<file path="src/rtl/line_render_sequencer.sv">
// Per-scanline scheduler: prepare_line -> sprite_drawer -> line-buffer swap, with overrun abort.
// Optional feature macro: LRS_OVERRUN_CNT_EN builds the saturating overrun counter.
module line_render_sequencer #(
  parameter int CORDW   = 10,
  parameter int H_TOTAL = 800,
  parameter int V_TOTAL = 525,
  parameter int V_RES   = 480,
  parameter int START_X = 0
) (
  input  logic             clk,
  input  logic             rst_n,
  input  logic [CORDW-1:0] sx,
  input  logic [CORDW-1:0] sy,
  output logic             prep_start,
  input  logic             prep_done,
  output logic             draw_start,
  input  logic             draw_done,
  output logic             oam_sel,
  output logic [CORDW-1:0] target_line,
  output logic             abort,
  output logic             buffer_swap,
  output logic             line_valid,
  output logic [7:0]       overrun_count
);

  localparam logic [1:0] S_IDLE  = 2'd0;
  localparam logic [1:0] S_PREP  = 2'd1;
  localparam logic [1:0] S_DRAW  = 2'd2;
  localparam logic [1:0] S_READY = 2'd3;

  logic [1:0]       state;
  logic [CORDW-1:0] tgt;
  logic             in_frame, trigger, boundary, swap_evt, abort_evt;

  // Line L is rendered during scan line L-1; line 0 during the last frame line.
  always_comb begin
    in_frame  = (sy < CORDW'(V_TOTAL));
    tgt       = (sy == CORDW'(V_TOTAL-1)) ? '0 : sy + 1'b1;
    trigger   = in_frame && (sx == CORDW'(START_X)) && (tgt < CORDW'(V_RES));
    boundary  = in_frame && (sx == CORDW'(H_TOTAL-1)) && (tgt == target_line);
    swap_evt  = boundary && ((state == S_READY) || ((state == S_DRAW) && draw_done));
    abort_evt = boundary && ((state == S_PREP) || ((state == S_DRAW) && !draw_done));
  end

  always_ff @(posedge clk or negedge rst_n) begin
    if (!rst_n) begin
      state       <= S_IDLE;
      prep_start  <= 1'b0;
      draw_start  <= 1'b0;
      oam_sel     <= 1'b0;
      target_line <= '0;
      abort       <= 1'b0;
      buffer_swap <= 1'b0;
      line_valid  <= 1'b0;
    end else begin
      prep_start  <= 1'b0;
      draw_start  <= 1'b0;
      abort       <= 1'b0;
      buffer_swap <= 1'b0;
      if (in_frame && (sy == CORDW'(V_RES))) line_valid <= 1'b0;
      if (swap_evt) begin
        buffer_swap <= 1'b1;
        line_valid  <= 1'b1;
        oam_sel     <= 1'b0;
        state       <= S_IDLE;
      end else if (abort_evt) begin
        abort      <= 1'b1;
        line_valid <= 1'b0;
        oam_sel    <= 1'b0;
        state      <= S_IDLE;
      end else begin
        case (state)
          S_IDLE: if (trigger) begin
            target_line <= tgt;
            prep_start  <= 1'b1;
            oam_sel     <= 1'b0;
            state       <= S_PREP;
          end
          // prep_done is only trusted after the prep_start cycle
          S_PREP: if (prep_done && !prep_start) begin
            draw_start <= 1'b1;
            oam_sel    <= 1'b1;
            state      <= S_DRAW;
          end
          S_DRAW: if (draw_done) state <= S_READY;
          default: ;
        endcase
      end
    end
  end

`ifdef LRS_OVERRUN_CNT_EN
  always_ff @(posedge clk or negedge rst_n) begin
    if (!rst_n)
      overrun_count <= 8'h00;
    else if (abort_evt && (overrun_count != 8'hFF))
      overrun_count <= overrun_count + 8'd1;
  end
`else
  assign overrun_count = 8'h00;
`endif

endmodule

</file>
<file path="config.mk">
export PLATFORM = sky130hd
export DESIGN_NAME = line_render_sequencer
export DESIGN_NICKNAME = d
export VERILOG_FILES = /design/src/rtl/line_render_sequencer.sv
export SDC_FILE = /design/constraint.sdc
export NUM_CORES = 1
export LEC_CHECK = 0
export BUFFER_PORTS_ARGS = -buffer_cell sky130_fd_sc_hd__buf_2
export CAP_MARGIN = 20
export CORE_UTILIZATION = 51
export CTS_BUF_LIST = sky130_fd_sc_hd__clkbuf_2
export CTS_CLUSTER_SIZE = 25
export DETAILED_ROUTE_END_ITERATION = 7
export PLACE_DENSITY = 0.76
export SYNTH_ARGS = -nofsm -noshare
export SYNTH_HDL_FRONTEND = slang
export SYNTH_SLANG_ARGS = --single-unit
</file>
<file path="constraint.sdc">
create_clock -name clk -period 2 [get_ports clk]
set_input_delay 0.2 -clock clk [delete_from_list [all_inputs] [get_ports clk]]
set_output_delay 0.2 -clock clk [all_outputs]
set_load 0.005 [all_outputs]
</file>
==> results of run 1 <==
power groups by stage:
| stage | Clock (mW) | Sequential (mW) | Combinational, mW |
|---|---|---|---|
| after floorplan | 0 | 0.439 | 0.513 |
| after global placement | 0 | 0.441 | 0.718 |
| after detailed placement | 0 | 0.442 | 0.736 |
| after CTS | 0.183 | 0.435 | 0.747 |
| after global routing | 0.198 | 0.439 | 0.893 |
| final | 0.183 | 0.436 | 0.816 |
cell usage in the layout, fill, tap and decap left out, types with 2 or more instances in the layout:
cell type / Yosys / routed
buf_4: 9 / 59
buf_2: 8 / 39
dfrtp_1: 18 / 16
nand3_1: 15 / 14
nand2_1: 13 / 13
inv_1: 12 / 10
nor2_1: 10 / 10
nand4_1: 8 / 8
xnor2_1: 9 / 8
conb_1: 1 / 8
nor2b_1: 7 / 7
nand2b_1: 9 / 7
ha_1: 8 / 7
mux2_1: 6 / 6
and4_1: 6 / 5
o21ai_0: 7 / 5
nand3b_1: 4 / 4
a211oi_2: 1 / 4
nor4b_4: 1 / 4
clkbuf_2: 0 / 4
inv_2: 1 / 3
o21ai_1: 1 / 3
a41oi_1: 3 / 3
a21oi_1: 3 / 3
xnor2_2: 1 / 2
nand2b_4: 0 / 2
and3_1: 3 / 2
nor3b_1: 3 / 2
nor3_2: 1 / 2
a41o_1: 2 / 2
a211o_1: 2 / 2
or4_1: 2 / 2
nor4_1: 2 / 2
nor4_4: 0 / 2
nor3_1: 3 / 2
mux2_2: 2 / 2
dfrtp_2: 0 / 2
worst max-delay path, cell delays in order (launching register included):
cell	delay, ps
dfrtp_2	480
xnor2_2	180
a2111oi_4	330
o2111ai_2	160
nor4b_4	350
nand4_4	170
a221oi_2	280
o2bb2ai_1	90
stage by stage:
| step | setup WS, ps | setup TNS [ps] | total power [mW] | utilization [%] |
|---|---|---|---|---|
| 6_report | -139 | -327 | 1.44 | 76.3 |
| 5_1_grt | -222 | -961 | 1.53 | 76.3 |
| 4_1_cts | -134 | -371 | 1.36 | 73.2 |
| 3_5_place_dp | -344 | -3500 | 1.18 | 71.3 |
| 3_3_place_gp | -261 | -2310 | 1.16 | 71.3 |
| 2_1_floorplan | 1.47 | 0 | 0.952 | - |
logic make-up after synthesis:
family | after synthesis | share of synthesized area, %
muxes | 8 | 4.39
adders and majority gates | 8 | 4.88
xor gates and xnor gates | 12 | 6.16
buffers and inverters | 33 | 9.69
AOI/OAI and AO/OA | 47 | 19.8
DFF | 18 | 22.0
other | 1 | 0.183
and+or+nand+nor | 101 | 32.9
state kept, by name, summed over array words and instances, names as in the netlist:
name,flops
oam_sel,1
draw_start,1
target_line,10
abort,1
buffer_swap,1
prep_start,1
line_valid,1
state,2
area by class of cell:
class	instances	area [um^2]
multi-input combinational	184	1620
fill	274	895
timing repair buffer	101	679
sequential	18	453
tap	48	60.1
inverter	13	48.8
clock buffer	4	20.0
worst paths after layout:
path                                startpoint             end  slack [ps]
worst max-delay path            target_line[9]        state[0]        -140
worst min-delay path                 prep_done      draw_start         160
worst max register to register  target_line[9]        state[0]        -140
worst min register to register  target_line[7]  target_line[7]         580
max in group asynchronous                rst_n  target_line[9]        1340
min in group asynchronous                rst_n  target_line[5]         320
what timing repair did:
| item | CTS | global route |
|---|---|---|
| pin swaps | 6 | 10 |
| resized for setup | 6 | 21 |
| buffers inserted | 1 | 1 |
| hold buffers | 1 | 0 |
| endpoints found under the hold margin | 18 | 0 |
| setup endpoints to repair | 7 | 14 |
metal layers:
layer | global-route usage, % | vias to the layer above | share of wire [%]
met4 | 10.3 | 0 | 2.9
li1 | - | 1030 | -
met2 | 55.0 | 109 | 52
met5 | 0 | - | 0
met3 | 4.34 | 19 | 5.7
met1 | 34.6 | 1096 | 39
==> impl_metrics.toml, run 1 <==
[run_status]
run_status = "finished, violations left"
failed_checks = "setup timing"

[timing]
min_period_ps = 2140
worst_slack_ps = -139
max_freq_ghz = 0.467
relSlewSlack_pct = 60.9
finalSetupViolations = 7
worst_pin_slew_ps = 586
rsz0062_at_grt = "yes"
holdWs_ps = 165
clock_skew_ps = 2.75
period_share_pct = 107
final_hold_viol_count = 0
drv_slew = 0

[yosys]
synth_edf_count = 0
ys_top_cells_by_count = "dfrtp_1 (18), nand3_1 (15), nand2_1 (13)"
synth-seq-cells = 18
synthTopCellsByArea = "dfrtp_1 (22%), ha_1 (4.9%), xnor2_1 (3.8%), nand3_1 (3.7%), buf_4 (3.3%)"
synth_area_leader_cell = "dfrtp_1"
synth-warning-count = 0
async_flop_share_pct = 100
synth_ff_type = "dfrtp_1"
synth.avg_cell_area_um2 = 9.00
yosys.cell_count.top_type = "dfrtp_1"
synth_top_area_share_pct = 22.0
syn_area_mm2 = 0.00205
yosysSeqAreaShare_pct = 22.0
synth_cell_types = 67
postSynthCellCount = 228

[power]
p_comb_share_pct = 56.9
p_per_area_mw_per_mm2 = 499
leakagePower_nw = 1.31
ir_drop_v = 0.000590
clockPowerShare_pct = 12.8
switching_share_pct = 43.4
power.share.sequential_pct = 30.4
internal_power_mw = 0.813
p_switching_mw = 0.623

[critical_path]
critical_path_class = "reg2reg"
worst_setup_path_end_kind = "flip-flop"
cp-start-kind = "flip-flop"
reg2reg_depth = 7
cp_data_required_time_ps = 2240
arrival_ps = 2380
crit_fanout = 4

[clocking]
clock-root-buffer = "clkbuf_2"
cts_buffers = 3
cts.clk_slew.worst_paths_ps = 190
cts_buffer_depth = 2
htree_levels = 1
cts_tree = "yes"
worst_skew_pair.late_latency_ps = 320
clock-sinks = 18

[placement]
place_area_mm2 = 0.00269
dp_hpwl_um = 4570
gp_congestion = 0.915
port_buffers = 39
dp_cells = 361

[drt]
viasPerCell = 6.13
drtAntennaViolNets = 0
drt_iter0_markers = 162
vias = 2254
drc_errors = 0
firstDrtPassIters = 4
wl_per_cell_um = 17.7
finalWirelength_um = 6520

[worst_hold_path]
min_delay_path_depth = 3
hold_path.class = "in2reg"

[global_routing]
grt_pass1_vias = 2161
grt_usage_pct = 29.8
grt_antenna_before_repair = 0
grt_overflow = 0
grt_pass1_wl_um = 9740
grt_max_degree = 19

[finish]
area_growth_pct = 40.2
final_nets = 353
final_area_mm2 = 0.00288
diodes = 0
drive_gt1_share_pct = 46.9
finalNonFillerCells = 368

[floorplanning]
ios = 48
coreArea_mm2 = 0.00377
rows = 22
die_area_mm2 = 0.00428
die-height_um = 65.4
die_w_um = 65.4
start_util_pct = 54.4

[job]
maxCapViolCount = 0
No activity file was read; power rests on OpenSTA's default activity.
==> run 2: changes to the inputs <==
Settings changed: CORE_UTILIZATION 51 to 35, PLACE_DENSITY 0.76 to not set, PLACE_DENSITY_LB_ADDON set to 0.08.
==> run 2 against run 1 <==
Net effect: the flow still finishes with violations (setup timing); critical endpoint unchanged; non-clock buffer count is 4 higher; register-to-register slack hardly changed; design area is 3.1% higher; critical path type unchanged; total power is 2.9% lower; routed wire length is 8.5% lower; via count is 6.8% lower; cell count is 7.6% higher; first-iteration DRC count is 51% lower; global-route usage is 9.1 points lower; flip-flop and latch count stayed put; highest routed layer unchanged.
==> impl_metrics.toml, run 2 (synthesized netlist as in run 1, its figures left out) <==
[critical_path]
reg2reg_to = "state[0]"
crit_fanout = 4
reg2reg_from = "target_line[5]"
reg2reg_slack_ps = -150
critical_path_class = "reg2reg"
cp_data_required_time_ps = 2230
reg2reg_depth = 7
cp-start-kind = "flip-flop"
arrival_ps = 2370
worst_setup_path_end_kind = "flip-flop"

[drt]
drc_errors = 0
drtAntennaViolNets = 0
viasPerCell = 5.31
drt_iter0_markers = 79
finalWirelength_um = 5970
wl_per_cell_um = 15.1
firstDrtPassIters = 6
vias = 2101

[global_routing]
grt_pass1_wl_um = 10000
grt_max_degree = 19
grt_antenna_before_repair = 0
grt_usage_pct = 20.7
grt_pass1_vias = 2075
grt_overflow = 0

[timing]
drv_slew = 0
min_period_ps = 2150
rsz0062_at_grt = "yes"
clock_skew_ps = 12.1
tns_ps = -490
relSlewSlack_pct = 66.2
worst_slack_ps = -147
period_share_pct = 107
worst_pin_slew_ps = 507
finalSetupViolations = 7
max_freq_ghz = 0.466
final_hold_viol_count = 0

[power]
p_total_mw = 1.39
ir_drop_v = 0.000452
p_per_area_mw_per_mm2 = 470
leakagePower_nw = 1.33

[placement]
dp_cells = 386
gp_congestion = 0.811
dp_hpwl_um = 4640
port_buffers = 39

[clocking]
clock-root-buffer = "clkbuf_2"
cts_buffers = 3
htree_levels = 1
worst_skew_pair.late_latency_ps = 330
clock-sinks = 18
cts_buffer_depth = 2
cts.clk_slew.worst_paths_ps = 190
cts_tree = "yes"

[finish]
layout_commonest_cell = "buf_4"
largest_reg_flops = 10
top_regs = "target_line: 10 flops, state: 2 flops"
final_nets = 357
diodes = 0
largest_register = "target_line"
drive_gt1_share_pct = 48.8
layout_common_cells = "buf_4 (62), buf_2 (39), dfrtp_1 (17)"
finalNonFillerCells = 396
final_core_util_pct = 53.2
area_growth_pct = 44.6

[job]
maxCapViolCount = 0

[worst_hold_path]
min_to = "draw_start"
hold_path.class = "in2reg"
hold_start = "prep_done"
min_delay_path_depth = 3

[floorplanning]
ios = 48
start_util_pct = 36.8
die_w_um = 78.6
die-height_um = 78.6
rows = 27
coreArea_mm2 = 0.00557
die_area_mm2 = 0.00617

[run_status]
failed_checks = "setup timing"
run_status = "finished, violations left"
[run 2: changes by cell type in the layout (fill, tap and decap cells not counted), moves of 2 or more]
cell and change:
buf_4 +3, a211oi_2 -2, mux2_4 +3, inv_4 +2
ha_1 -2, mux2_1 -3, a211oi_1 +2, inv_2 -2
and4_4 +2
[run 2: where the power goes]
part | switching, mW | total [mW] | internal [mW]
clock network | 0.125 | 0.178 | 0.0530
logic | 0.421 | 0.782 | 0.361
registers | 0.0316 | 0.435 | 0.404
total | 0.577 | 1.39 | 0.818
[run 2: how the worst max path moves through the flow]
stage,end,slack (ps),depth (start not counted),startpoint
after floorplan,state[1],1,8,sy[5]
after global placement,state[0],-380,10,sy[0]
after detailed placement,state[0],-400,10,sy[0]
after CTS,state[0],-170,7,target_line[5]
after global routing,state[0],-240,7,target_line[5]
final,state[0],-150,7,target_line[5]
[run 2: per-layer routing]
layer	vias to the layer above	routed length [um]	global-route usage [%]	part of all wire (%)
li1	1047	-	-	-
met1	994	2720	25.5	46
met2	52	2940	36.5	49
met3	8	195	3.14	3.3
met4	0	111	6.48	1.9
met5	-	0	0	0
[run 2: what timing repair did]
| action | 4_1_cts | 5_1_grt |
|---|---|---|
| buffers inserted | 2 | 3 |
| hold endpoints to repair | 18 | 0 |
| pin swaps | 5 | 14 |
| setup endpoints to repair | 7 | 15 |
| hold buffers | 1 | 0 |
| gates resized for setup | 14 | 22 |
[run 2: final cells by class]
class                      count  area (um^2)
fill                         547         2610
inverter                      13         53.8
multi-input combinational    184         1640
tap                           72         90.1
sequential                    18          452
timing repair buffer         105          713
clock buffer                   4         20.0
[run 2: worst max-delay path, cell delays in order, from the launching register on]
cell,delay (ps)
dfrtp_1,450
xnor2_2,170
a2111oi_4,370
o2111ai_2,170
nor4b_4,380
nand4_4,160
a221oi_2,260
o2bb2ai_1,80
[run 2: through the flow]
| stage | instance area [um^2] | hold WS [ps] | worst slack (ps) |
|---|---|---|---|
| after floorplan | 2130 | -95.6 | 1.47 |
| after CTS | 2830 | 149 | -170 |
| final | 2970 | 156 | -147 |
| after global routing | 2970 | 158 | -240 |
| after global placement | 2730 | 177 | -381 |
| after detailed placement | 2730 | 175 | -403 |
==> run 3: changes to the inputs <==
--- a/config.mk
+++ b/config.mk
@@ -9,2 +9,3 @@
 export CAP_MARGIN = 20
+export CORE_ASPECT_RATIO = 1.1
 export CORE_UTILIZATION = 35
--- a/constraint.sdc
+++ b/constraint.sdc
@@ -3,2 +3,2 @@
 set_output_delay 0.2 -clock clk [all_outputs]
-set_load 0.005 [all_outputs]
+set_load 0.05 [all_outputs]
==> run 3 against run 2 <==
Net effect: the flow still finishes with violations (setup timing); clock power hardly changed; count of clock-buffer cells in the layout shrank 1; worst setup slack better by 7.1 ps; die area is essentially flat; maximum frequency grew 0.33%; sequential share of layout area grew 1.0 points; clock skew grew 12 ps; critical path type unchanged; critical endpoint is now oam_sel; largest power group unchanged.
==> impl_metrics.toml, run 3 (synthesized netlist as in run 1, its figures left out) <==
[drt]
drc_errors = 0
drt_iter0_markers = 77
firstDrtPassIters = 4
wl_per_cell_um = 15.2
drtAntennaViolNets = 0
vias = 2098
finalWirelength_um = 6030
viasPerCell = 5.30

[timing]
worst_pin_slew_ps = 488
clock_skew_ps = 24.6
worst_slack_ps = -140
period_share_pct = 107
min_period_ps = 2140
drv_slew = 0
relSlewSlack_pct = 67.1
max_freq_ghz = 0.467
finalSetupViolations = 6
tns_ps = -564
rsz0062_at_grt = "yes"
final_hold_viol_count = 0

[placement]
dp_cells = 389
place_area_mm2 = 0.00271
gp_congestion = 0.815
port_buffers = 39
dp_hpwl_um = 4760

[power]
ir_drop_v = 0.000563
p_total_mw = 1.48
leakagePower_nw = 1.28
p_per_area_mw_per_mm2 = 524

[finish]
drive_gt1_share_pct = 45.8
final_core_util_pct = 51.4
diodes = 0
area_growth_pct = 37.7
largest_register = "target_line"
largest_reg_flops = 10
finalNonFillerCells = 396
final_nets = 354
layout_common_cells = "buf_4 (61), buf_2 (39), nand3_1 (15)"
final_area_mm2 = 0.00283
fillers = 528
layout_commonest_cell = "buf_4"
top_regs = "target_line: 10 flops, state: 2 flops"

[floorplanning]
die-height_um = 82.3
start_util_pct = 37.3
die_area_mm2 = 0.00617
coreArea_mm2 = 0.00550
ios = 48
die_w_um = 75.0
rows = 28

[global_routing]
grt_antenna_before_repair = 0
grt_pass1_wl_um = 9290
grt_usage_pct = 20.2
grt_pass1_vias = 1957
grt_overflow = 0
grt_max_degree = 19

[run_status]
failed_checks = "setup timing"
run_status = "finished, violations left"

[critical_path]
worst_setup_path_end_kind = "flip-flop"
cp_data_required_time_ps = 2230
critical_path_class = "reg2reg"
crit_fanout = 3
cp-start-kind = "flip-flop"
arrival_ps = 2370

[clocking]
clock-sinks = 18
cts_tree = "yes"
cts_buffers = 3
clock-root-buffer = "clkbuf_2"
cts_buffer_depth = 2
cts.clk_slew.worst_paths_ps = 220
worst_skew_pair.late_latency_ps = 340
htree_levels = 1

[worst_hold_path]
hold_path.class = "in2reg"

[job]
maxCapViolCount = 0
## run 3: repair_timing
item | 4_1_cts | 5_1_grt
setup endpoints to repair | 7 | 14
pin swaps | 7 | 3
setup buffers | 0 | 2
gates resized for setup | 5 | 8
hold buffers | 1 | 0
hold endpoints to repair | 18 | 0
## run 3: stage by stage
stage | hold WS (ps) | setup slack (ps)
final | 196 | -140
after detailed placement | 189 | -434
after CTS | 176 | -188
after global placement | 178 | -332
after global routing | 185 | -245
after floorplan | -95.6 | -123
## run 3: metal layers
metal	vias up	wire (um)	track usage, %
li1	1033	-	-
met5	-	0	0
met3	4	270	1.58
met1	994	2760	26.3
met4	0	47	5.85
met2	67	2960	35.6
## run 3: power by group
part / internal, mW / switching [mW] / total (mW)
logic: 0.349 / 0.517 / 0.866
clock network: 0.0435 / 0.135 / 0.179
registers: 0.404 / 0.0317 / 0.435
total: 0.796 / 0.684 / 1.48
## run 3: final cells by class
class	count	area, um^2	area share (%)
multi-input combinational	184	1520	53.9
timing repair buffer	102	683	24.2
sequential	18	459	16.3
tap	75	93.8	3.32
inverter	13	48.8	1.73
clock buffer	3	15.0	0.531
clock inverter	1	3.75	0.133
## run 3: worst max-delay path, cell delays in order (launching register included)
cell       delay (ps)
dfrtp_2           480
xnor2_2           170
a2111oi_4         320
o2111ai_2         170
nor4b_4           320
nand4_2           190
buf_4             190
a31oi_1           130
nand2_1            70
## run 3: path summary, 6_finish.rpt
kind	slack, ps	from	to	cells after the start
worst min-delay path	200	prep_done	draw_start	3
min in group asynchronous	300	rst_n	target_line[4]	2
worst max-delay path	-140	target_line[9]	oam_sel	8
worst min register to register	580	line_valid	line_valid	2
max in group asynchronous	1320	rst_n	target_line[6]	2
worst max register to register	-140	target_line[9]	oam_sel	8
